$ cat config.mk
export PLATFORM = sky130hd
export DESIGN_NAME = uart_rx_fifo_core
export DESIGN_NICKNAME = d
export VERILOG_FILES = /design/src/rtl/uart_pkg.sv /design/src/rtl/uart_rx_fifo.sv /design/src/rtl/uart_rx_fifo_core.sv
export SDC_FILE = /design/constraint.sdc
export NUM_CORES = 1
export LEC_CHECK = 0
export BUFFER_PORTS_ARGS = -buffer_cell sky130_fd_sc_hd__buf_2
export CAP_MARGIN = 40
export CORE_UTILIZATION = 55
export CTS_CLUSTER_DIAMETER = 200
export DETAILED_ROUTE_END_ITERATION = 8
export PLACE_DENSITY = 0.73
export SYNTH_ARGS = -nofsm -noshare
export SYNTH_HDL_FRONTEND = slang
export SYNTH_SLANG_ARGS = --single-unit
$ cat constraint.sdc
create_clock -name clk -period 3.7 [get_ports clk]
set_clock_uncertainty 0.05 [all_clocks]
set_input_delay 0.37 -clock clk [delete_from_list [all_inputs] [get_ports clk]]
set_output_delay 0.37 -clock clk [all_outputs]
set_load 0.02 [all_outputs]
$ cat src/rtl/uart_pkg.sv
// Shared types and helpers for the UART receive core.
package uart_pkg;

    typedef enum logic [1:0] {
        PAR_NONE = 2'd0,
        PAR_ODD  = 2'd1,
        PAR_EVEN = 2'd2
    } uart_parity_t;

    typedef enum logic [2:0] {
        ST_IDLE,
        ST_START,
        ST_DATA,
        ST_PARITY,
        ST_STOP
    } uart_rx_state_t;

    // Clock cycles per oversampling tick.
    function automatic int uart_div(input int clk_freq, input int baud_rate, input int oversample);
        return clk_freq / (baud_rate * oversample);
    endfunction

endpackage

$ cat src/rtl/uart_rx_fifo.sv
// Show-ahead synchronous FIFO; the head entry is held in a register so the
// storage array is only ever read through a clocked port.
module uart_rx_fifo #(
    parameter int WIDTH = 8,
    parameter int DEPTH = 4
) (
    input  logic             clk,
    input  logic             rst,
    input  logic             push,
    input  logic [WIDTH-1:0] din,
    output logic             full,
    input  logic             pop,
    output logic [WIDTH-1:0] dout,
    output logic             empty
);
    localparam int AW = $clog2(DEPTH);

    logic [WIDTH-1:0] mem [DEPTH];
    logic [AW-1:0]    wr_ptr_reg;
    logic [AW-1:0]    rd_ptr_reg;
    logic [AW-1:0]    rd_ptr_inc;
    logic [AW:0]      count_reg;
    logic [WIDTH-1:0] dout_reg;
    logic             wr_en;
    logic             rd_en;

    assign full       = (count_reg == (AW+1)'(DEPTH));
    assign empty      = (count_reg == '0);
    assign rd_en      = pop && !empty;
    assign wr_en      = push && (!full || rd_en);
    assign rd_ptr_inc = rd_ptr_reg + 1'b1;
    assign dout       = dout_reg;

    always_ff @(posedge clk) begin
        if (wr_en) begin
            mem[wr_ptr_reg] <= din;
        end
    end

    always_ff @(posedge clk) begin
        if (rst) begin
            wr_ptr_reg <= '0;
            rd_ptr_reg <= '0;
            count_reg  <= '0;
            dout_reg   <= '0;
        end else begin
            if (wr_en) begin
                wr_ptr_reg <= wr_ptr_reg + 1'b1;
            end
            if (rd_en) begin
                rd_ptr_reg <= rd_ptr_inc;
            end
            unique case ({wr_en, rd_en})
                2'b10:   count_reg <= count_reg + 1'b1;
                2'b01:   count_reg <= count_reg - 1'b1;
                default: count_reg <= count_reg;
            endcase
            // Head register: a write into an empty FIFO, or a pop that
            // exposes the next entry (or the entry being written now).
            if (empty && wr_en) begin
                dout_reg <= din;
            end else if (rd_en) begin
                dout_reg <= (count_reg == (AW+1)'(1)) ? din : mem[rd_ptr_inc];
            end
        end
    end

endmodule

$ cat src/rtl/uart_rx_fifo_core.sv
// Oversampled UART receiver with 3-sample majority vote and a receive FIFO.
// Define UART_RX_DISPLAY_EN to print received bytes and error events in simulation.
module uart_rx_fifo_core
    import uart_pkg::*;
#(
    parameter int CLK_FREQ   = 50_000_000,
    parameter int BAUD_RATE  = 115200,
    parameter int OVERSAMPLE = 16,
    parameter int DATA_BITS  = 8,
    parameter int PARITY     = 0,
    parameter int STOP_BITS  = 1,
    parameter int FIFO_DEPTH = 4
) (
    input  logic                 clk,
    input  logic                 rst,
    input  logic                 uart_rx,
    output logic [DATA_BITS-1:0] m_data,
    output logic                 m_valid,
    input  logic                 m_ready,
    output logic                 frame_err,
    output logic                 parity_err,
    output logic                 overrun
);
    localparam int DIV = uart_div(CLK_FREQ, BAUD_RATE, OVERSAMPLE);
    localparam int DW  = (DIV > 1) ? $clog2(DIV) : 1;
    localparam int SW  = $clog2(OVERSAMPLE);
    localparam int BW  = $clog2(DATA_BITS);
    localparam int M   = OVERSAMPLE / 2;

    localparam logic [DW-1:0] DIV_LAST  = DW'(DIV - 1);
    localparam logic [SW-1:0] S_FIRST   = SW'(M - 1);
    localparam logic [SW-1:0] S_MID     = SW'(M);
    localparam logic [SW-1:0] S_LAST    = SW'(M + 1);
    localparam logic [SW-1:0] S_END     = SW'(OVERSAMPLE - 1);
    localparam logic [BW-1:0] BIT_LAST  = BW'(DATA_BITS - 1);
    localparam logic          STOP_LAST = 1'(STOP_BITS - 1);
    localparam uart_parity_t  PAR_MODE  = (PARITY == 1) ? PAR_ODD :
                                          (PARITY == 2) ? PAR_EVEN : PAR_NONE;

    if (DIV < 1) begin : g_chk_div
        $error("CLK_FREQ/(BAUD_RATE*OVERSAMPLE) must be at least 1");
    end
    if (OVERSAMPLE < 8 || OVERSAMPLE > 32 || (OVERSAMPLE % 2) != 0) begin : g_chk_os
        $error("OVERSAMPLE must be even and within 8..32");
    end
    if (DATA_BITS < 5 || DATA_BITS > 9) begin : g_chk_db
        $error("DATA_BITS must be within 5..9");
    end
    if (PARITY < 0 || PARITY > 2) begin : g_chk_par
        $error("PARITY must be 0, 1 or 2");
    end
    if (STOP_BITS != 1 && STOP_BITS != 2) begin : g_chk_stop
        $error("STOP_BITS must be 1 or 2");
    end
    if (FIFO_DEPTH < 2 || (FIFO_DEPTH & (FIFO_DEPTH - 1)) != 0) begin : g_chk_depth
        $error("FIFO_DEPTH must be a power of 2 and at least 2");
    end

    uart_rx_state_t       state_reg, state_next;
    logic                 sync1_reg, sync2_reg;
    logic [DW-1:0]        div_cnt_reg, div_cnt_next;
    logic [SW-1:0]        s_reg, s_next;
    logic [1:0]           samp_reg, samp_next;
    logic [BW-1:0]        bit_cnt_reg, bit_cnt_next;
    logic                 stop_cnt_reg, stop_cnt_next;
    logic                 stop_bad_reg, stop_bad_next;
    logic                 par_bit_reg, par_bit_next;
    logic [DATA_BITS-1:0] shift_reg, shift_next;
    logic                 frame_err_reg, parity_err_reg, overrun_reg;

    logic tick, maj, at_last, at_end;
    logic decide, frame_bad, par_bad, good;
    logic push, pop, fifo_full, fifo_empty;
    logic rx_s;

    assign rx_s    = sync2_reg;
    assign tick    = (div_cnt_reg == DIV_LAST);
    assign maj     = (samp_reg[0] & samp_reg[1]) | (samp_reg[0] & rx_s) | (samp_reg[1] & rx_s);
    assign at_last = tick && (s_reg == S_LAST);
    assign at_end  = tick && (s_reg == S_END);

    always_comb begin
        par_bad = 1'b0;
        unique case (PAR_MODE)
            PAR_ODD:  par_bad = ~(^shift_reg ^ par_bit_reg);
            PAR_EVEN: par_bad = ^shift_reg ^ par_bit_reg;
            default:  par_bad = 1'b0;
        endcase
    end

    always_comb begin
        state_next    = state_reg;
        div_cnt_next  = tick ? '0 : div_cnt_reg + 1'b1;
        s_next        = s_reg;
        samp_next     = samp_reg;
        bit_cnt_next  = bit_cnt_reg;
        stop_cnt_next = stop_cnt_reg;
        stop_bad_next = stop_bad_reg;
        par_bit_next  = par_bit_reg;
        shift_next    = shift_reg;
        decide        = 1'b0;
        frame_bad     = 1'b0;

        if (tick) begin
            s_next = (s_reg == S_END) ? '0 : s_reg + 1'b1;
            if (s_reg == S_FIRST) samp_next[0] = rx_s;
            if (s_reg == S_MID)   samp_next[1] = rx_s;
        end

        unique case (state_reg)
            ST_IDLE: begin
                // Timing restarts from the detected falling edge.
                div_cnt_next = '0;
                s_next       = '0;
                if (!rx_s) begin
                    state_next = ST_START;
                end
            end
            ST_START: begin
                if (at_last && maj) begin
                    state_next = ST_IDLE;
                end else if (at_end) begin
                    state_next    = ST_DATA;
                    bit_cnt_next  = '0;
                    stop_cnt_next = 1'b0;
                    stop_bad_next = 1'b0;
                end
            end
            ST_DATA: begin
                if (at_last) begin
                    shift_next = {maj, shift_reg[DATA_BITS-1:1]};
                end
                if (at_end) begin
                    if (bit_cnt_reg == BIT_LAST) begin
                        state_next = (PAR_MODE != PAR_NONE) ? ST_PARITY : ST_STOP;
                    end else begin
                        bit_cnt_next = bit_cnt_reg + 1'b1;
                    end
                end
            end
            ST_PARITY: begin
                if (at_last) begin
                    par_bit_next = maj;
                end
                if (at_end) begin
                    state_next = ST_STOP;
                end
            end
            ST_STOP: begin
                // The last stop bit ends the frame at its sample point.
                if (at_last) begin
                    if (stop_cnt_reg == STOP_LAST) begin
                        decide     = 1'b1;
                        frame_bad  = stop_bad_reg | ~maj;
                        state_next = ST_IDLE;
                    end else begin
                        stop_bad_next = stop_bad_reg | ~maj;
                    end
                end else if (at_end) begin
                    stop_cnt_next = 1'b1;
                end
            end
            default: state_next = ST_IDLE;
        endcase
    end

    assign good = decide && !frame_bad && !par_bad;
    assign pop  = m_valid && m_ready;
    assign push = good && (!fifo_full || pop);

    always_ff @(posedge clk) begin
        if (rst) begin
            state_reg      <= ST_IDLE;
            sync1_reg      <= 1'b1;
            sync2_reg      <= 1'b1;
            div_cnt_reg    <= '0;
            s_reg          <= '0;
            samp_reg       <= '0;
            bit_cnt_reg    <= '0;
            stop_cnt_reg   <= 1'b0;
            stop_bad_reg   <= 1'b0;
            par_bit_reg    <= 1'b0;
            shift_reg      <= '0;
            frame_err_reg  <= 1'b0;
            parity_err_reg <= 1'b0;
            overrun_reg    <= 1'b0;
        end else begin
            state_reg      <= state_next;
            sync1_reg      <= uart_rx;
            sync2_reg      <= sync1_reg;
            div_cnt_reg    <= div_cnt_next;
            s_reg          <= s_next;
            samp_reg       <= samp_next;
            bit_cnt_reg    <= bit_cnt_next;
            stop_cnt_reg   <= stop_cnt_next;
            stop_bad_reg   <= stop_bad_next;
            par_bit_reg    <= par_bit_next;
            shift_reg      <= shift_next;
            frame_err_reg  <= decide && frame_bad;
            parity_err_reg <= decide && !frame_bad && par_bad;
            overrun_reg    <= good && fifo_full && !pop;
        end
    end

    uart_rx_fifo #(
        .WIDTH (DATA_BITS),
        .DEPTH (FIFO_DEPTH)
    ) u_fifo (
        .clk   (clk),
        .rst   (rst),
        .push  (push),
        .din   (shift_reg),
        .full  (fifo_full),
        .pop   (pop),
        .dout  (m_data),
        .empty (fifo_empty)
    );

    assign m_valid    = !fifo_empty;
    assign frame_err  = frame_err_reg;
    assign parity_err = parity_err_reg;
    assign overrun    = overrun_reg;

`ifdef UART_RX_DISPLAY_EN
    always_ff @(posedge clk) begin
        if (!rst) begin
            if (push)           $display("Received byte: 0x%h", shift_reg);
            if (frame_err_reg)  $display("UART RX frame error");
            if (parity_err_reg) $display("UART RX parity error");
            if (overrun_reg)    $display("UART RX overrun");
        end
    end
`endif

endmodule

==> summary.txt, run 1 <==
Status
  • Outcome: finished clean

Timing
  • Slew HR: 54.1%
  • Final setup violation count: 0
  • Slew at the pin with the worst max-slew slack: a little under 0.7 ns
  • Final Hold Vio Count: 0
  • Final period utilization: 72.0%
  • Period minus WS final: 2.66 ns
  • Unrepaired setup endpoints after global routing: false
  • Fmax: 376 MHz
  • Max-slew violation count: 0
  • Fin Setup TNS: 0 ns
  • PnR worst setup slack: 1.04 ns

Clock tree
  • CTS root buffer: clkbuf_8
  • H-tree Lvls: 3
  • CTS tree: built
  • Post-CTS Resized: 0
  • Reg clk slew, reported paths: 0.08 ns
  • CTS max path bufs: 2
  • Setup Fix Bufs, Post-CTS: 0
  • Clk sinks: 78
  • Clock Latency Late Sink: 0.36 ns
  • # hold bufs at CTS: 0
  • Num CTS Buffers: 9

GRT
  • Grt ovf: 0
  • Initial antenna violation count: 0
  • Vias in the first global route: 2004
  • GRT Total Usage: 21.0%
  • First-pass GRT wire length: between 9000 and 10000 µm
  • Largest net degree at the start of global routing: 33

Pwr
  • Cell leakage power: 1.43 nW
  • Combinational share of power: 8.6%
  • P_int: 1.36 mW
  • Sequential Power Share: approximately 52%
  • Sw Ratio: 24.4%
  • Pwr Density: about 480 nW/µm²
  • Sw power: 0.437 mW
  • Clock share of power: 39.3%
  • Overall Power: about 1.8 mW
  • Worst IR Drop VDD: 245 µV

Worst setup path
  • Worst EP arrival: a little under 3 ns
  • Slowest stage cell, crit path: and4b_1
  • RR Startpoint: div_cnt_reg[0]$_SDFF_PP0_
  • Crit path to: u_fifo.count_reg[2]$_SDFFE_PP0P_
  • Delay-heaviest family, CP: simple AND/OR/NAND/NOR gates
  • Crit path max fanout: 17
  • Worst r2r path cells: 9
  • CP startpoint kind: flip-flop
  • Crit-path max cell delay: approximately 0.57 ns
  • FF-to-FF End: u_fifo.count_reg[2]$_SDFFE_PP0P_
  • Endpoint class of the critical path: flip-flop
  • Setup slack, reg-to-reg: just over 1 ns
  • Buf/Inv on CP: 2
  • WP data required: 3.94 ns
  • Critical path depth: 9
  • Worst Setup SP: div_cnt_reg[0]$_SDFF_PP0_
  • Crit-path cells: inv_1 -> ha_1 -> and4b_1 -> and4_1 -> and2_1 -> inv_1 -> ha_1 -> or3_1 -> a21oi_1
  • Crit Path Class: reg -> reg

Layout
  • Core Util, Final: 62.9%
  • Layout cells sized above 1: between 10% and 20%
  • Largest register FFs: 32
  • Fill cell count: 467
  • N_diodes: 0
  • Layout area overhead: 9.12%
  • # nets final: about 320

Route
  • DRT iter0 DRCs: 72
  • Final WL: 6150 µm
  • Detailed Routing Iterations Pass 1: 4
  • Final antenna-violating net count: 0
  • Post-DR vias/cell: between 5 and 6
  • WL/cell: 16.2 µm
  • Via Count: 2149
  • DRC viols: 0

Die
  • # IOs: 16
  • Std cell rows: 28
  • Core area: 5990 µm²
  • Die Ht: 81.3 µm
  • Chip width: 81.3 µm
  • Starting Density: 57.7%
  • Area of the die: 6600 µm²

Place
  • PortBufs: 14
  • Post-Place Setup Slack: 1.05 ns
  • DP Wirelength: 3870 µm
  • GPL Wtd Cong: between 0.7 and 0.8

Synthesis
  • Avg Cell Area, Syn: 12.1 µm²
  • Unique masters post-synth: 51
  • Seq/Total Area, Yosys: a little over half
  • Share of the synthesized area in the top cell type: 27.8%
  • Yosys reg bits: 78
  • Mapped Cells: between 200 and 300
  • EDFF count, synth: 32
  • Synth area leader: edfxtp_1
  • Synth warn: 0
  • Area contributors post-synth: edfxtp_1, dfxtp_1, ha_1
  • Syn_nets: ~300
  • Async set-reset flop share out of synthesis: 0%
  • Synth Flop Type: dfxtp_1
  • Mapped Area: 3460 µm²

Run
  • Max_cap viols: 0

Min path
  • Hold Path Origin: uart_rx
  • Min-delay worst type: in -> reg
==> through the flow <==
step                instances  hold WS, ns  cell area (µm²)
detailed placement        363        0.353             3550
global placement          363        0.342             3550
global route              379        0.146             3770
floorplan                 286        0.339             3460
CTS                       379        0.130             3770
finish                    379        0.144             3770
==> cell usage after synthesis (all sizes together), types with 2 or more instances <==
cell type  instances
edfxtp            32
ha                16
nor4b              2
nor3b              4
xor2               6
nand3b             3
buf                9
nor2              27
nor3               6
and2               5
nand4              4
nor2b             10
mux2i             13
or2                3
nand3             11
a211oi             2
and3               5
inv               12
nand2              9
or3                3
nand4b             2
clkbuf             4
mux4               8
dfxtp             46
a221o              8
a21oi             10
o21ai              8
xnor2              3
==> worst min path at each step <==
| stage | to | cells after the start |
|---|---|---|
| 6_report | sync1_reg$_SDFF_PP1_ | 2 |
| 3_3_place_gp | rx_s$_SDFF_PP1_ | 1 |
| 5_1_grt | sync1_reg$_SDFF_PP1_ | 2 |
| 4_1_cts | sync1_reg$_SDFF_PP1_ | 2 |
| 2_1_floorplan | rx_s$_SDFF_PP1_ | 1 |
| 3_5_place_dp | rx_s$_SDFF_PP1_ | 1 |
==> cells by family (layout without fill, tap and decap cells) <==
logic type	count (synthesis)	count (layout)	synth area share [%]
simple gates	98	98	16.5
flops	78	78	54.5
compound gates	37	37	8.00
buf+inv	25	43	3.55
mux	21	21	8.98
fa+ha+maj	17	17	6.08
xor+xnor	9	9	2.28
other cells	1	1	0.109
==> power by group through the flow <==
stage	Sequential (mW)	Clock, mW	Combinational [mW]
global placement	0.952	0	0.150
CTS	0.934	0.719	0.154
global route	0.938	0.749	0.170
detailed placement	0.954	0	0.153
finish	0.934	0.705	0.155
floorplan	0.948	0	0.119
==> routing by layer <==
layer,up-vias,wire (µm),GRT usage [%]
met5,-,0,0
met1,1037,2780,24.9
met3,11,204,4.83
met4,0,116,11.3
met2,37,3040,35.2
li1,1064,-,-
==> cell usage in the layout, fill, tap and decap left out, drive strengths merged, types with 3 or more instances in the layout <==
cell and count:
and2 5, clkbuf 9, mux2i 13, nand3b 3, mux4 8, nor2 27, and3 5, edfxtp 32
dfxtp 46, nor3 6, or3 3, nor2b 10, or2 3, nand3 11, nor3b 4, xnor2 3
buf 15, nand2 9, a221o 8, ha 16, nand4 4, xor2 6, a21oi 10, o21ai 8
inv 13
==> cell type report <==
cell class,instances,area (µm²),area share (%)
multi-input combinational,183,1450,38.5
inverter,12,45.0,1.19
sequential,78,1880,49.9
clock buffer,9,124,3.28
clock inverter,7,97.6,2.59
timing repair buffer,15,77.6,2.06
tap,75,93.8,2.49
Note: power is estimated with default switching activity, not from simulation.
==> run 2, diff against run 1 <==
Clock period 3.7 ns to 2.5 ns, I/O delays scaled along.
==> summary.txt, run 2 (synthesis results as in run 1) <==
Clock tree
  • CTS tree: built (unchanged)
  • CTS max path bufs: 2 (unchanged)
  • CTS root buffer: clkbuf_8 (unchanged)
  • H-tree Lvls: 3 (unchanged)
  • Clk sinks: 78 (unchanged)
  • Setup Fix Bufs, Post-CTS: 0 (unchanged)
  • Clock Latency Late Sink: 0.35 ns (was 0.36 ns)
  • Reg clk slew, reported paths: 0.08 ns (about the same)
  • Num CTS Buffers: 9 (unchanged)
  • # hold bufs at CTS: 0 (unchanged)

Status
  • Outcome: finished clean (unchanged)

GRT
  • Largest net degree at the start of global routing: 19 (was 33)
  • Grt ovf: 0 (unchanged)
  • GRT Total Usage: 21.2% (was 21.0%)
  • Initial antenna violation count: 0 (unchanged)
  • Vias in the first global route: 2074 (was 2004)
  • First-pass GRT wire length: 10100 µm (was 9850 µm)

Pwr
  • Cell leakage power: 1.48 nW (was 1.43 nW)
  • Pwr Density: 647 nW/µm² (was 476 nW/µm²)
  • Worst IR Drop VDD: 450 µV (was 245 µV)

Route
  • Post-DR vias/cell: 5.66 (was 5.67)
  • DRT iter0 DRCs: 146 (was 72)
  • Via Count: 2214 (was 2149)
  • DRC viols: 0 (unchanged)
  • Detailed Routing Iterations Pass 1: 4 (unchanged)
  • Final antenna-violating net count: 0 (unchanged)
  • WL/cell: 15.7 µm (was 16.2 µm)
  • Final WL: 6120 µm (was 6150 µm)

Worst setup path
  • Crit Path Class: reg -> reg (unchanged)
  • Crit-path cells: inv_1 -> ha_1 -> nand3b_1 -> and3_1 -> and2_1 -> inv_1 -> ha_1 -> or3_1 -> a21oi_1 (was inv_1 -> ha_1 -> and4b_1 -> and4_1 -> and2_1 -> inv_1 -> ha_1 -> or3_1 -> a21oi_1)
  • Slowest stage cell, crit path: dfxtp_1 (was and4b_1)
  • CP startpoint kind: flip-flop (unchanged)
  • WP data required: 2.73 ns (was 3.94 ns)
  • Worst EP arrival: 2.51 ns (was 2.90 ns)
  • Crit path max fanout: 7 (was 17)
  • Crit-path max cell delay: 0.40 ns (was 0.57 ns)
  • Endpoint class of the critical path: flip-flop (unchanged)

Die
  • Chip width: 81.3 µm (unchanged)
  • # IOs: 16 (unchanged)
  • Die Ht: 81.3 µm (unchanged)
  • Core area: 5990 µm² (unchanged)
  • Std cell rows: 28 (unchanged)
  • Area of the die: 6600 µm² (unchanged)
  • Starting Density: 57.7% (unchanged)

Timing
  • Slew at the pin with the worst max-slew slack: 0.680 ns (was 0.688 ns)
  • Max-slew violation count: 0 (unchanged)
  • Fin Setup TNS: 0 ns (unchanged)
  • Final Hold Vio Count: 0 (unchanged)
  • Period minus WS final: 2.27 ns (was 2.66 ns)
  • Final period utilization: 91.0% (was 72.0%)
  • Final setup violation count: 0 (unchanged)
  • Fin Hold WS: 0.0321 ns (was 0.144 ns)
  • Slew HR: 54.3% (was 54.1%)
  • Fmax: 440 MHz (was 376 MHz)
  • PnR worst setup slack: 0.226 ns (was 1.04 ns)
  • Unrepaired setup endpoints after global routing: false (unchanged)

Layout
  • Commonest non-fill, non-tap cell in the layout: dfxtp_1 (unchanged)
  • Commonest cells after routing, fill and taps aside: dfxtp_1, edfxtp_1, nor2_1 (unchanged)
  • Largest register FFs: 32 (unchanged)
  • N_diodes: 0 (unchanged)
  • Layout cells sized above 1: 20.6% (was 17.1%)
  • Core Util, Final: 63.8% (was 62.9%)
  • Layout area overhead: 10.6% (was 9.12%)
  • # nets final: 331 (was 319)

Place
  • Post-Place Setup Slack: 0.199 ns (was 1.05 ns)
  • PortBufs: 14 (unchanged)
  • GPL Wtd Cong: 0.836 (was 0.744)
  • DP Wirelength: 4200 µm (was 3870 µm)

Run
  • Max_cap viols: 0 (unchanged)

Min path
  • Min-delay worst type: in -> reg (unchanged)
-- run 2: final cells by class --
cell class                      instances  area [µm²]
Multi-Input combinational cell        183        1460
Clock buffer                            9         124
Inverter                               12        45.0
Sequential cell                        78        1880
Clock inverter                          7        55.1
Fill cell                             465        2170
Timing Repair Buffer                   27         168
Tap cell                               75        93.8
-- run 2: power by group --
group / internal [mW] / leakage, nW / switching [mW]
combinational: 0.105 / 0.722 / 0.131
sequential: 1.34 / 0.668 / 0.0342
clock: 0.370 / 0.0866 / 0.490
-- run 2: path summary, 6_finish.rpt --
| check | from | to | slack (ns) | depth (start not counted) |
|---|---|---|---|---|
| max | u_fifo.count_reg[0]$_SDFFE_PP0P_ | u_fifo.count_reg[2]$_SDFFE_PP0P_ | 0.23 | 9 |
| min | uart_rx | sync1_reg$_SDFF_PP1_ | 0.03 | 2 |
| max reg2reg | u_fifo.count_reg[0]$_SDFFE_PP0P_ | u_fifo.count_reg[2]$_SDFFE_PP0P_ | 0.23 | 9 |
| min reg2reg | sync1_reg$_SDFF_PP1_ | rx_s$_SDFF_PP1_ | 0.36 | 1 |
-- run 2: through the flow --
step	power (mW)	instance area, µm²	cells
floorplan	1.58	3460	286
global placement	1.64	3640	375
detailed placement	1.64	3640	375
CTS	2.49	3820	391
global route	2.58	3820	391
finish	2.47	3820	391
-- run 2: timing repair --
item	CTS	global route
hold endpoints to repair	0	0
gates resized for setup	0	1
setup endpoints to repair	0	1
-- run 2: routing by layer --
layer | up-vias | part of all wire (%) | track usage (%)
met3 | 11 | 3.5 | 5.06
li1 | 1098 | - | -
met1 | 1060 | 45 | 26.5
met5 | - | 0 | 0
met4 | 0 | 1.8 | 9.46
met2 | 45 | 50 | 34.7
-- run 2: worst max-delay path: cells and delay by family, from the launching register on --
family / cells / cell delay, ns
flops: 1 / 0.40
simple gates: 4 / 0.92
buf+inv: 2 / 0.13
fa+ha+maj: 2 / 0.57
compound gates: 1 / 0.14
